[src/rtl/debounce_pkg.sv]
// Shared types and width helpers for the multi-channel debounce controller.
package debounce_pkg;

    typedef enum logic [1:0] {
        ST_LO  = 2'd0,
        CHK_HI = 2'd1,
        ST_HI  = 2'd2,
        CHK_LO = 2'd3
    } state_t;

    // Counter widths never drop below one bit, even for degenerate parameters.
    function automatic int cnt_width(input int n);
        return (n < 2) ? 1 : $clog2(n);
    endfunction

    function automatic int tcnt_width(input int tick_max);
        return cnt_width(tick_max);
    endfunction

    function automatic int scnt_width(input int stable_ticks);
        return cnt_width(stable_ticks + 1);
    endfunction

    function automatic int rcnt_width(input int repeat_ticks);
        return cnt_width(repeat_ticks + 1);
    endfunction

    localparam int TCNT_W_DEFAULT = tcnt_width(50000);
    localparam int SCNT_W_DEFAULT = scnt_width(4);
    localparam int RCNT_W_DEFAULT = rcnt_width(25);

endpackage

[src/rtl/debounce_tick_gen.sv]
// Free-running sample-tick generator: one registered pulse every TICK_MAX clocks.
module debounce_tick_gen
    import debounce_pkg::*;
#(
    parameter int TICK_MAX = 50000
) (
    input  logic clk,
    input  logic rst_n,
    output logic tick
);

    localparam int TW = tcnt_width(TICK_MAX);
    localparam logic [TW-1:0] TCNT_LAST = TW'(TICK_MAX - 1);

    logic [TW-1:0] tcnt_reg;

    always_ff @(posedge clk or negedge rst_n) begin
        if (!rst_n) begin
            tcnt_reg <= '0;
            tick     <= 1'b0;
        end else begin
            tick     <= (tcnt_reg == TCNT_LAST);
            tcnt_reg <= (tcnt_reg == TCNT_LAST) ? '0 : tcnt_reg + 1'b1;
        end
    end

endmodule

[src/rtl/debounce_ctrl.sv]
// N_CH-channel debouncer sharing one sample tick; each channel has a 2-flop sync and confirm FSM.
// Optional auto-repeat pulses are built only when DEBOUNCE_AUTOREPEAT_EN is defined.
module debounce_ctrl
    import debounce_pkg::*;
#(
    parameter int N_CH         = 4,
    parameter int TICK_MAX     = 50000,
    parameter int STABLE_TICKS = 4,
    parameter int REPEAT_TICKS = 25
) (
    input  logic            clk,
    input  logic            rst_a_n,
    input  logic [N_CH-1:0] btn_in,
    output logic [N_CH-1:0] btn_level,
    output logic [N_CH-1:0] btn_rise,
    output logic [N_CH-1:0] btn_fall,
    output logic [N_CH-1:0] btn_repeat,
    output logic            tick_o
);

    localparam int SW = scnt_width(STABLE_TICKS);
    localparam logic [SW-1:0] SCNT_LAST = SW'(STABLE_TICKS - 1);

    if (N_CH < 1 || TICK_MAX < 2 || STABLE_TICKS < 1 || REPEAT_TICKS < 1) begin : g_bad_param
        $error("debounce_ctrl: illegal parameter combination");
    end

    logic tick;

    debounce_tick_gen #(
        .TICK_MAX(TICK_MAX)
    ) u_tick_gen (
        .clk  (clk),
        .rst_n(rst_a_n),
        .tick (tick)
    );

    assign tick_o = tick;

    for (genvar gi = 0; gi < N_CH; gi++) begin : g_ch
        logic [1:0]    sync_reg;
        logic          sync;
        state_t        state_reg;
        logic [SW-1:0] scnt_reg;
        logic          level_reg;
        logic          rise_reg;
        logic          fall_reg;

        assign sync = sync_reg[1];

        always_ff @(posedge clk or negedge rst_a_n) begin
            if (!rst_a_n) begin
                sync_reg  <= 2'b00;
                state_reg <= ST_LO;
                scnt_reg  <= '0;
                level_reg <= 1'b0;
                rise_reg  <= 1'b0;
                fall_reg  <= 1'b0;
            end else begin
                sync_reg <= {sync_reg[0], btn_in[gi]};
                rise_reg <= 1'b0;
                fall_reg <= 1'b0;
                if (tick) begin
                    case (state_reg)
                        ST_LO: if (sync) begin
                            if (STABLE_TICKS == 1) begin
                                state_reg <= ST_HI;
                                level_reg <= 1'b1;
                                rise_reg  <= 1'b1;
                            end else begin
                                state_reg <= CHK_HI;
                                scnt_reg  <= SW'(1);
                            end
                        end
                        CHK_HI: if (!sync) begin
                            // A low sample mid-check is a bounce: start over silently.
                            state_reg <= ST_LO;
                            scnt_reg  <= '0;
                        end else if (scnt_reg == SCNT_LAST) begin
                            state_reg <= ST_HI;
                            scnt_reg  <= '0;
                            level_reg <= 1'b1;
                            rise_reg  <= 1'b1;
                        end else begin
                            scnt_reg <= scnt_reg + 1'b1;
                        end
                        ST_HI: if (!sync) begin
                            if (STABLE_TICKS == 1) begin
                                state_reg <= ST_LO;
                                level_reg <= 1'b0;
                                fall_reg  <= 1'b1;
                            end else begin
                                state_reg <= CHK_LO;
                                scnt_reg  <= SW'(1);
                            end
                        end
                        CHK_LO: if (sync) begin
                            state_reg <= ST_HI;
                            scnt_reg  <= '0;
                        end else if (scnt_reg == SCNT_LAST) begin
                            state_reg <= ST_LO;
                            scnt_reg  <= '0;
                            level_reg <= 1'b0;
                            fall_reg  <= 1'b1;
                        end else begin
                            scnt_reg <= scnt_reg + 1'b1;
                        end
                    endcase
                end
            end
        end

        assign btn_level[gi] = level_reg;
        assign btn_rise[gi]  = rise_reg;
        assign btn_fall[gi]  = fall_reg;

`ifdef DEBOUNCE_AUTOREPEAT_EN
        localparam int RW = rcnt_width(REPEAT_TICKS);
        localparam logic [RW-1:0] RCNT_LAST = RW'(REPEAT_TICKS - 1);

        logic [RW-1:0] rcnt_reg;
        logic          repeat_reg;

        // rcnt is held at zero outside ST_HI, so entering ST_HI always starts a fresh period.
        always_ff @(posedge clk or negedge rst_a_n) begin
            if (!rst_a_n) begin
                rcnt_reg   <= '0;
                repeat_reg <= 1'b0;
            end else begin
                repeat_reg <= 1'b0;
                if (state_reg != ST_HI) begin
                    rcnt_reg <= '0;
                end else if (tick) begin
                    if (!sync) begin
                        rcnt_reg <= '0;
                    end else if (rcnt_reg == RCNT_LAST) begin
                        rcnt_reg   <= '0;
                        repeat_reg <= 1'b1;
                    end else begin
                        rcnt_reg <= rcnt_reg + 1'b1;
                    end
                end
            end
        end

        assign btn_repeat[gi] = repeat_reg;
`else
        assign btn_repeat[gi] = 1'b0;
`endif
    end

endmodule

[config.mk]
export PLATFORM = sky130hd
export DESIGN_NAME = debounce_ctrl
export DESIGN_NICKNAME = d
export VERILOG_FILES = /design/src/rtl/debounce_pkg.sv /design/src/rtl/debounce_tick_gen.sv /design/src/rtl/debounce_ctrl.sv
export SDC_FILE = /design/constraint.sdc
export NUM_CORES = 1
export LEC_CHECK = 0
export BUFFER_PORTS_ARGS = -buffer_cell sky130_fd_sc_hd__buf_2
export CORE_ASPECT_RATIO = 1.1
export CORE_MARGIN = 2
export CORE_UTILIZATION = 58
export DETAILED_ROUTE_END_ITERATION = 8
export PLACE_DENSITY = 0.77
export SYNTH_ARGS = -nofsm -noshare
export SYNTH_HDL_FRONTEND = slang
export SYNTH_SLANG_ARGS = --single-unit
[constraint.sdc]
create_clock -name clk -period 2.25 [get_ports clk]
set_input_delay 0.1125 -clock clk [delete_from_list [all_inputs] [get_ports clk]]
set_output_delay 0.1125 -clock clk [all_outputs]
set_load 0.02 [all_outputs]
* Word level (Yosys, flattened, before mapping)
Cells that the tools add are included.
W data, S select, Z words.
** Operators by class
- Reductions and logical operators :: 20
- Multiplexer cells :: 101
- Equality and inequality tests :: 49
- Add/subtract/negate cells :: 5
** Operators with widths (count)
- $mux W3 :: 20
- $mux W2 :: 24
- $ne A2 B2 Y1 const B :: 24
- $pmux W3 S4 :: 4
- $mux W1 :: 44
- $pmux W2 S4 :: 4
- $ne A3 B3 Y1 const B :: 8
- $reduce_and A6 Y1 :: 4
- $reduce_and A5 Y1 :: 4
- $add A16 B1 Y16 const B :: 1
- $eq A16 B16 Y1 const B :: 1
- $eq A2 B2 Y1 const B :: 8
- $mux W16 :: 1
- $add A3 B1 Y3 const B :: 4
- $eq A3 B2 Y1 const B :: 4
- $reduce_and A3 Y1 :: 4
- $eq A2 B1 Y1 const B :: 4
- $logic_not A2 Y1 :: 4
- $pmux W1 S2 :: 4
- $reduce_bool A2 Y1 :: 4
** Word-level totals
- Flip-flop bits (word level) :: 57
- Word-level logic and storage cells :: 201
- Input port bits :: 6
- Output and inout port bits :: 17

* Longest topological paths before layout
Gate-level depths: netlist (run 1).
- Depth in word-level cells :: 5
- Mapped depth :: 5
- Mapped depth without buffers :: 5

* Cells and area by module
Synthesis (run 1) repeated with hierarchy kept, for this count alone.
** Second synthesis, totals
- Cell total of the unflattened synthesis :: 221
- Area total of the unflattened synthesis :: 2631.3 um^2
** By module, submodules not included
- debounce_ctrl :: instances 1, cells each 153, area each 1841.8 um^2, seq. area each 1001.0 um^2
- debounce_tick_gen :: instances 1, cells each 68, area each 789.5 um^2, seq. area each 425.4 um^2

* Least setup slack after synthesis (run 1)
OpenSTA, ideal clock, no wires.
- Path kind :: register to register
- Start :: reg u_tick_gen.tcnt_reg[5]
- End :: reg u_tick_gen.tcnt_reg[14]
- Setup slack :: 0.659 ns
- Clock period less this slack :: 1.591 ns
- Cell stages (with the launch flop) :: 4
- Path buffers :: 0
- Arrival time :: 1.453 ns
- Setup time :: 0.138 ns
- Required time :: 2.112 ns
- Path through :: dfrtp_1 > or4_4 > nor4_4 > nor2_1
** Between the ends
- Longest elaborated chain between the ends :: 2
- Elaborated cells between the ends (all ways) :: 3
- Those cells by class :: add/sub (1); eq/ne (1); mux (1)
** Ends and longest elaborated chain
- from (decl) :: line debounce_tick_gen.sv:15 : logic [TW-1:0] tcnt_reg;
- from (signal assigned) :: line debounce_tick_gen.sv:23 : tcnt_reg <= (tcnt_reg == TCNT_LAST) ? '0 : tcnt_reg + 1'b1;
- $add A16 B1 Y16 or $eq A16 B16 Y1 (tied branches) :: line debounce_tick_gen.sv:23
- $mux W16 * :: line debounce_tick_gen.sv:23
Every way passes the cells marked *; elsewhere a longest branch is shown, timed or not.
A chain may end at the register's enable or synchronous reset.

* Worst setup path in the final report (run 1)
- Start :: reg u_tick_gen.tcnt_reg[0]
- End :: reg u_tick_gen.tcnt_reg[9]
Same word-level chain as after synthesis.

==> results of run 1 <==
-- per-stage QoR --
stage | setup slack [ns] | power, mW | hold slack, ns
global placement | 0.5537 | 1.095 | 0.1852
floorplan | 0.6591 | 1.072 | -0.1831
detailed placement | 0.4829 | 1.096 | 0.1930
CTS | 0.4730 | 1.986 | 0.3480
global route | 0.3276 | 2.048 | 0.3511
finish | 0.5091 | 1.962 | 0.3460
-- final cells by class --
type                       instances  area share (%)
multi-input combinational        148           32.85
inverter                           7          0.9451
clock inverter                     6           2.115
tap                               52           2.340
sequential                        57           51.31
timing repair buffer              26           5.851
clock buffer                      10           4.590
-- layer usage --
metal | part of all wire (%) | vias up | global-route usage, %
met5 | 0 | - | 0
met4 | 1.8 | 0 | 10.88
met3 | 2.4 | 6 | 3.704
met2 | 50 | 21 | 29.67
met1 | 46 | 758 | 21.02
li1 | - | 812 | -
-- cell usage in the layout, fill, tap and decap left out, drive strengths merged, types with 9 or more instances in the layout --
| cell type | count |
|---|---|
| o21ai | 17 |
| xor2 | 9 |
| buf | 21 |
| nand3 | 15 |
| clkbuf | 10 |
| dfrtp | 57 |
| xnor2 | 9 |
| nor3b | 9 |
| nand2 | 19 |
| nor2 | 19 |
-- logic make-up after synthesis --
kind of cell / count (synthesis) / share of synthesized area (%)
multiplexers: 3 / 1.359
buffers and inverters: 26 / 6.342
other: 1 / 0.1508
flip-flops: 57 / 57.37
AND/OR/NAND/NOR: 87 / 18.37
XOR/XNOR: 18 / 6.342
adder cells (fa/ha/maj): 5 / 2.516
AO/OA/AOI/OAI: 31 / 7.549
-- power by group through the flow --
stage / clock, mW / sequential [mW] / combinational (mW)
2_1_floorplan: 0 / 1.06 / 0.0168
3_3_place_gp: 0 / 1.06 / 0.0390
3_5_place_dp: 0 / 1.06 / 0.0392
4_1_cts: 0.903 / 1.04 / 0.0458
5_1_grt: 0.958 / 1.04 / 0.0520
6_report: 0.880 / 1.04 / 0.0442
-- worst paths after layout --
check	depth (start not counted)	startpoint	slack (ns)	endpoint
max reg2reg	4	u_tick_gen.tcnt_reg[0]	0.51	u_tick_gen.tcnt_reg[9]
max	4	u_tick_gen.tcnt_reg[0]	0.51	u_tick_gen.tcnt_reg[9]
max in group asynchronous	3	rst_a_n	1.24	asynchronous set/reset pin
min in group asynchronous	2	rst_a_n	0.37	g_ch[1].fall_reg
min	0	g_ch[0].sync_reg[0]	0.35	g_ch[0].sync_reg[1]
min reg2reg	0	g_ch[0].sync_reg[0]	0.35	g_ch[0].sync_reg[1]
-- critical path, cell delays in order, from the launching register on --
cell	delay, ns
dfrtp_1	0.38
ha_1	0.19
nand3_1	0.29
nor4_4	0.61
nor2_1	0.12
==> reports/metrics.cfg, run 1 <==
[outcome]
status=finished clean

[floorplanning]
die_width_um=66.43
initial_core_util_pct=61.33
dieArea_sq_um=4827
core_sq_um=4054
core.rowCount=24
pin_count=23
fp.dieH_um=72.67

[sta]
min_period_ns=1.741
maxSlewViolCount=0
slew-limit-headroom_pct=46.08
fmax_ghz=0.5744
tightest_slew_ns=0.8088
hold_viol=0
fin_crit_sh_pct=77.38
finClkSkew_ns=0.006823
setup_violations=0
grt_setup_unrepaired=false
setup_tns_ns=0

[drt]
drc_errors=0
dr.pass1.iters=4
wirelength_um=3680
antenna_left=0
via_per_inst=5.219
drt_iter0_markers=84
avgRoutedWirePerCell_um=12.03
vias=1597

[power_and_ir_drop]
ir_drop_mv=0.5718
seqPwrFrac_pct=52.9
sw_frac_of_total_pct=20.97
power_frac_clock_pct=44.9
p_leak_nw=1.360
power_switching_mw=0.4115
intPower_mw=1.551
combPwrFrac_pct=2.3
pwr_density_cell_nw_per_um2=705.8

[clock_network]
cts_tree=yes
ctsResizeCount=0
clock-sinks=57
cts_buffers=9
insertion_delay_ns=0.32
cts_max_path_buffers=2
cts_root_buffer=clkbuf_8
clk_pin_slew_ns=0.06
cts_hold_buf=5
htreeDepth=3
cts_setup_buffers=0

[yosys]
synth_cell_types=25
syn_area_sq_um=2486
synth.most_common_cell=dfrtp_1
synth_edf_count=0
synth.top_cell.area_share_pct=57.37
synthFlopType=dfrtp_1
yosysTopAreaCell=dfrtp_1
yosysSeqAreaShare_pct=57.37
synth.top_cells.by_area=dfrtp_1 (57%), buf_4 (4.8%), o21ai_0 (3.4%)
syn_avg_cell_area_sq_um=10.90
synth-seq-cells=57
syn_inst=228
ys_async_sr_fraction_pct=100.0
yosys_warnings=0
netlist_top_cells_count=dfrtp_1 (57), nand2_1 (19), nor2_1 (19)

[placement]
dp_hpwl_um=2573
place_inst=285
routabilityCongestion=0.8124
io_buffers=18
placed_area_sq_um=2544

[critical_path]
cp_max_fo=10
cp-start-kind=flip-flop
cp-end-kind=flip-flop
arrival_ns=1.92
required_ns=2.43
critical_path_class=reg -> reg

[grt]
antenna_found_initial=0
grtUsageTotal_pct=17.81
grt_max_degree=33
overflow=0
grt_pass1_wl_um=6458
grt_pass1_vias=1537

[layout]
area_delta_synth_final_pct=11.83
design_area_sq_um=2780
num-fill-cells=316
largest_reg_flops=16
multi_input_area_sq_um=913.4
layout-drive-gt1-share_pct=16.14
fin_cells=306
layout.nets=260
diodes=0
ff_latch_area_sq_um=1426
utilization_pct=68.58

[worst_hold_path]
min_path_type=reg -> reg

[run]
maxCapViolations=0

Note: power is estimated with default switching activity, not from simulation.
==> run 2: changes to the inputs <==
--- a/config.mk
+++ b/config.mk
@@ -8,9 +8,9 @@
 export BUFFER_PORTS_ARGS = -buffer_cell sky130_fd_sc_hd__buf_2
 export CORE_ASPECT_RATIO = 1.1
 export CORE_MARGIN = 2
-export CORE_UTILIZATION = 58
+export CORE_UTILIZATION = 52
 export DETAILED_ROUTE_END_ITERATION = 8
-export PLACE_DENSITY = 0.77
+export PLACE_DENSITY = 0.73
 export SYNTH_ARGS = -nofsm -noshare
 export SYNTH_HDL_FRONTEND = slang
 export SYNTH_SLANG_ARGS = --single-unit
==> constraint.sdc (replaced) <==
create_clock -name clk -period 1.6 [get_ports clk]
set_input_delay 0.08 -clock clk [delete_from_list [all_inputs] [get_ports clk]]
set_output_delay 0.08 -clock clk [all_outputs]
set_load 0.02 [all_outputs]
==> run 2 against run 1 <==
Net effect:
- clock power is 26% higher
- highest routed layer unchanged
- utilization is 7.4 points lower
- die area grew 11%
- sequential share of layout area is 0.86 points lower
- worst hold slack lost 0.072 ns
- clock-buffer cell count grew 1
- critical path type unchanged
- largest cell class unchanged
- clock skew grew 0.0023 ns
- setup slack got worse by 0.44 ns
- total power up 34%
- routed wire length rose by 3.9%
==> reports/metrics.cfg, run 2 (synthesis results as in run 1) <==
[outcome]
status=finished clean

[critical_path]
required_ns=1.81
rr_worst_depth=4
critical_path_class=reg -> reg
cp-start-kind=flip-flop
cp_max_fo=10
timing.rr.end=u_tick_gen.tcnt_reg[4]
cp-end-kind=flip-flop
reg2reg_slack_ns=0.07
timing.rr.start=u_tick_gen.tcnt_reg[5]
arrival_ns=1.74

[floorplanning]
initial_core_util_pct=53.82
dieArea_sq_um=5351
pin_count=23
die_width_um=69.93
core_sq_um=4619
core.rowCount=26
fp.dieH_um=76.52

[layout]
diodes=0
largest_reg_flops=16
area_delta_synth_final_pct=13.74
final_common_cell=dfrtp_1
layout-drive-gt1-share_pct=18.60
ff_latch_area_sq_um=1426
final_cell_mix=dfrtp_1 (57), nor2_1 (19), nand2_1 (19)
design_area_sq_um=2828
layout.nets=265
multi_input_area_sq_um=927.1
num-fill-cells=408

[drt]
drc_errors=0
antenna_left=0
dr.pass1.iters=4
vias=1655
avgRoutedWirePerCell_um=12.18
drt_iter0_markers=66
wirelength_um=3823
via_per_inst=5.271

[sta]
finalWorstSetupSlack_ns=0.06840
maxSlewViolCount=0
grt_setup_unrepaired=true
fin_crit_sh_pct=95.72
fmax_ghz=0.6529
finClkSkew_ns=0.009096
min_period_ns=1.532
hold_viol=0
setup_violations=0
holdWs_ns=0.2745

[clock_network]
cts_buffers=9
clock-sinks=57
htreeDepth=3
cts_tree=yes
cts_root_buffer=clkbuf_8
insertion_delay_ns=0.33
clk_pin_slew_ns=0.06
cts_max_path_buffers=2

[run]
maxCapViolations=0

[grt]
grt_pass1_vias=1566
overflow=0
antenna_found_initial=0
grtUsageTotal_pct=16.18
grt_pass1_wl_um=6872
grt_max_degree=58

[placement]
routabilityCongestion=0.7809
dp_hpwl_um=2523
dp_slack_ns=0.05639
placed_area_sq_um=2599
io_buffers=18

[power_and_ir_drop]
pwr_density_cell_nw_per_um2=931.9
ir_drop_mv=0.5470
p_leak_nw=1.380

[worst_hold_path]
min_path_type=in -> async

[run 2: area by class of cell]
cell class              instances  area share, %
clock inverters                 4         0.7080
well taps                      56          2.478
repair buffers                 31          7.655
clock buffers                  11          5.000
inverters                       7         0.9292
multi-input cells             148          32.79
flip-flops and latches         57          50.44
[run 2: repair_timing]
action | in CTS | in global routing
hold buffers | 5 | 0
setup buffers | 0 | 0
endpoints found under the setup margin | 0 | 12
gates resized for setup | 0 | 4
endpoints found under the hold margin | 61 | 0
[run 2: where the power goes]
part           leakage (nW)  total, mW  switching (mW)  internal, mW
Sequential            0.764       1.46         0.00749          1.45
Clock                0.0887       1.11           0.527         0.584
Combinational         0.527     0.0645          0.0435        0.0210
Total                  1.38       2.64           0.578          2.06
[run 2: worst max path at each step]
stage | to | cells past startpoint | slack [ns] | start
floorplan | u_tick_gen.tcnt_reg[14] | 3 | 0.009 | u_tick_gen.tcnt_reg[5]
global placement | u_tick_gen.tcnt_reg[14] | 4 | 0.08 | u_tick_gen.tcnt_reg[5]
detailed placement | u_tick_gen.tcnt_reg[4] | 4 | 0.06 | u_tick_gen.tcnt_reg[5]
CTS | u_tick_gen.tcnt_reg[4] | 4 | 0.03 | u_tick_gen.tcnt_reg[5]
global route | u_tick_gen.tcnt_reg[13] | 5 | -0.01 | u_tick_gen.tcnt_reg[5]
finish | u_tick_gen.tcnt_reg[4] | 4 | 0.07 | u_tick_gen.tcnt_reg[5]
[run 2: stage by stage]
stage | total power [mW] | instances | TNS [ns] | util (%)
floorplan | 1.508 | 231 | 0 | -
global placement | 1.543 | 294 | 0 | 56.26
detailed placement | 1.543 | 294 | 0 | 56.26
CTS | 2.681 | 314 | 0 | 60.83
global route | 2.744 | 314 | -0.02320 | 61.21
finish | 2.635 | 314 | 0 | 61.21
[run 2: critical path, cell delays in order, from the launching register on]
cell     delay [ns]
dfrtp_1        0.38
or4_4          0.55
nor4_4         0.27
buf_6          0.17
nor2_1         0.05
[run 2: routing by layer]
layer | vias up | GRT usage, % | part of all wire (%)
met5 | - | 0 | 0
met4 | 0 | 8.654 | 1.9
met3 | 7 | 4.762 | 2.8
met2 | 21 | 25.14 | 49
met1 | 813 | 20.37 | 46
li1 | 814 | - | -
==> run 3: changes to the inputs <==
--- a/config.mk
+++ b/config.mk
@@ -6,11 +6,13 @@
 export NUM_CORES = 1
 export LEC_CHECK = 0
 export BUFFER_PORTS_ARGS = -buffer_cell sky130_fd_sc_hd__buf_2
+export CAP_MARGIN = 20
+export CELL_PAD_IN_SITES_DETAIL_PLACEMENT = 2
+export CELL_PAD_IN_SITES_GLOBAL_PLACEMENT = 2
 export CORE_ASPECT_RATIO = 1.1
-export CORE_MARGIN = 2
-export CORE_UTILIZATION = 52
+export CORE_UTILIZATION = 35
 export DETAILED_ROUTE_END_ITERATION = 8
-export PLACE_DENSITY = 0.73
+export PLACE_DENSITY = 0.74
 export SYNTH_ARGS = -nofsm -noshare
 export SYNTH_HDL_FRONTEND = slang
 export SYNTH_SLANG_ARGS = --single-unit
==> run 3 against run 2 <==
Net effect:
- sequential cell count stayed put
- global-route usage grew 1.1 points
- clock power rose by 40%
- worst hold slack worse by 0.071 ns
- utilization shrank 17 points
- fmax is 0.89% higher
- critical path type unchanged
- critical endpoint is now u_tick_gen.tcnt_reg[9]
==> reports/metrics.cfg, run 3 (synthesis results as in run 1) <==
[critical_path]
cp-end-kind=flip-flop
cp_max_fo=7
arrival_ns=1.75
cp-start-kind=flip-flop
required_ns=1.83
critical_path_class=reg -> reg

[grt]
grt_util_met1_pct=19.18
grt_busiest_layer=met2
met2_usage_pct=30.10
grtUsageTotal_pct=17.27
use_met3_pct=3.333
grt_pass1_wl_um=9528
grt_pass1_vias=2015
antenna_found_initial=0
overflow=0
grt_max_degree=42

[layout]
utilization_pct=44.62
diodes=0
area_delta_synth_final_pct=20.43
layout-drive-gt1-share_pct=22.93
fin_cells=348
num-fill-cells=713
largest_reg_flops=16
multi_input_area_sq_um=937.1
layout.nets=272
final_common_cell=dfrtp_1
ff_latch_area_sq_um=1426
final_cell_mix=dfrtp_1 (57), nand2_1 (19), nor2_1 (18), buf_2 (18), o21ai_0 (17)

[clock_network]
htreeDepth=3
cts_buffers=9
cts_max_path_buffers=2
cts_tree=yes
insertion_delay_ns=0.34
clock-sinks=57
clk_pin_slew_ns=0.07
cts_root_buffer=clkbuf_8

[placement]
routabilityCongestion=0.6939
io_buffers=18
place_inst=324
dp_hpwl_um=3809

[floorplanning]
fp.dieH_um=90.40
initial_core_util_pct=37.05
core_sq_um=6710
pin_count=23
core.rowCount=31
dieArea_sq_um=7445
die_width_um=82.36

[worst_hold_path]
min_path_type=in -> async

[drt]
dr.pass1.iters=3
via_per_inst=5.095
avgRoutedWirePerCell_um=16.21
drc_errors=0
drt_iter0_markers=33
wirelength_um=5641
antenna_left=0
vias=1773

[outcome]
status=finished clean

[power_and_ir_drop]
ir_drop_mv=0.4546
totalPowerFinal_mw=3.078
pwr_density_cell_nw_per_um2=1028
p_leak_nw=1.442

[sta]
grt_setup_unrepaired=true
fmax_ghz=0.6587
maxSlewViolCount=0
fin_crit_sh_pct=94.88
hold_viol=0
min_period_ns=1.518
setup_tns_ns=0
holdWs_ns=0.2035
setup_violations=0
finClkSkew_ns=0.007509

[run]
maxCapViolations=0

## run 3: cell types whose count changed in the layout (fill, tap and decap cells not counted), sizes merged
cell,previous run,this run
bufinv,0,2
clkinvlp,0,1
buf,26,33
clkinv,4,2
## run 3: layout make-up
cell class                 count  area share (%)
multi-input combinational    148           31.30
tap                           82           3.427
clock buffer                  11           5.056
clock inverter                 5           2.591
sequential                    57           47.64
timing repair buffer          38           9.110
inverter                       7          0.8776
## run 3: stage by stage
| step | worst slack, ns | cell area [sq um] |
|---|---|---|
| floorplan | 0.009080 | 2497 |
| global placement | 0.05981 | 2661 |
| detailed placement | -0.02169 | 2661 |
| CTS | 0.002910 | 2955 |
| global route | -0.05127 | 2994 |
| finish | 0.08196 | 2994 |
## run 3: worst paths after layout
path | from | endpoint | slack (ns) | depth (start not counted)
hold reg to reg | g_ch[3].sync_reg[0] | g_ch[3].sync_reg[1] | 0.35 | 0
max in group asynchronous | rst_a_n | u_tick_gen.tcnt_reg[13] | 0.83 | 3
setup reg to reg | u_tick_gen.tcnt_reg[0] | u_tick_gen.tcnt_reg[9] | 0.08 | 6
hold / removal | rst_a_n | g_ch[3].level_reg | 0.20 | 2
min in group clk | g_ch[3].sync_reg[0] | g_ch[3].sync_reg[1] | 0.35 | 0
setup / recovery | u_tick_gen.tcnt_reg[0] | u_tick_gen.tcnt_reg[9] | 0.08 | 6
## run 3: critical path, cell delays in order, from the launching register on
cell and delay (ns):
dfrtp_1 0.40, ha_2 0.22, nand3_2 0.07, buf_6 0.15, nor4_4 0.34, buf_4 0.20
nor2_1 0.05
## run 3: routing by layer
metal  vias to the layer above  wire length (um)
li1                        830                 -
met1                       915              2311
met2                        19              3093
met3                         9               144
met4                         0                91
met5                         -                 0
## run 3: power breakdown
group | switching (mW) | internal (mW)
combinational | 0.0475 | 0.0208
clock | 0.595 | 0.956
sequential | 0.00823 | 1.45
## run 3: what timing repair did
item | in CTS | in global routing
setup buffers | 0 | 2
endpoints found under the setup margin | 8 | 12
endpoints found under the hold margin | 20 | 0
cloned | 1 | 0
hold buffers | 5 | 0
pin swaps | 1 | 3
gates resized for setup | 2 | 8
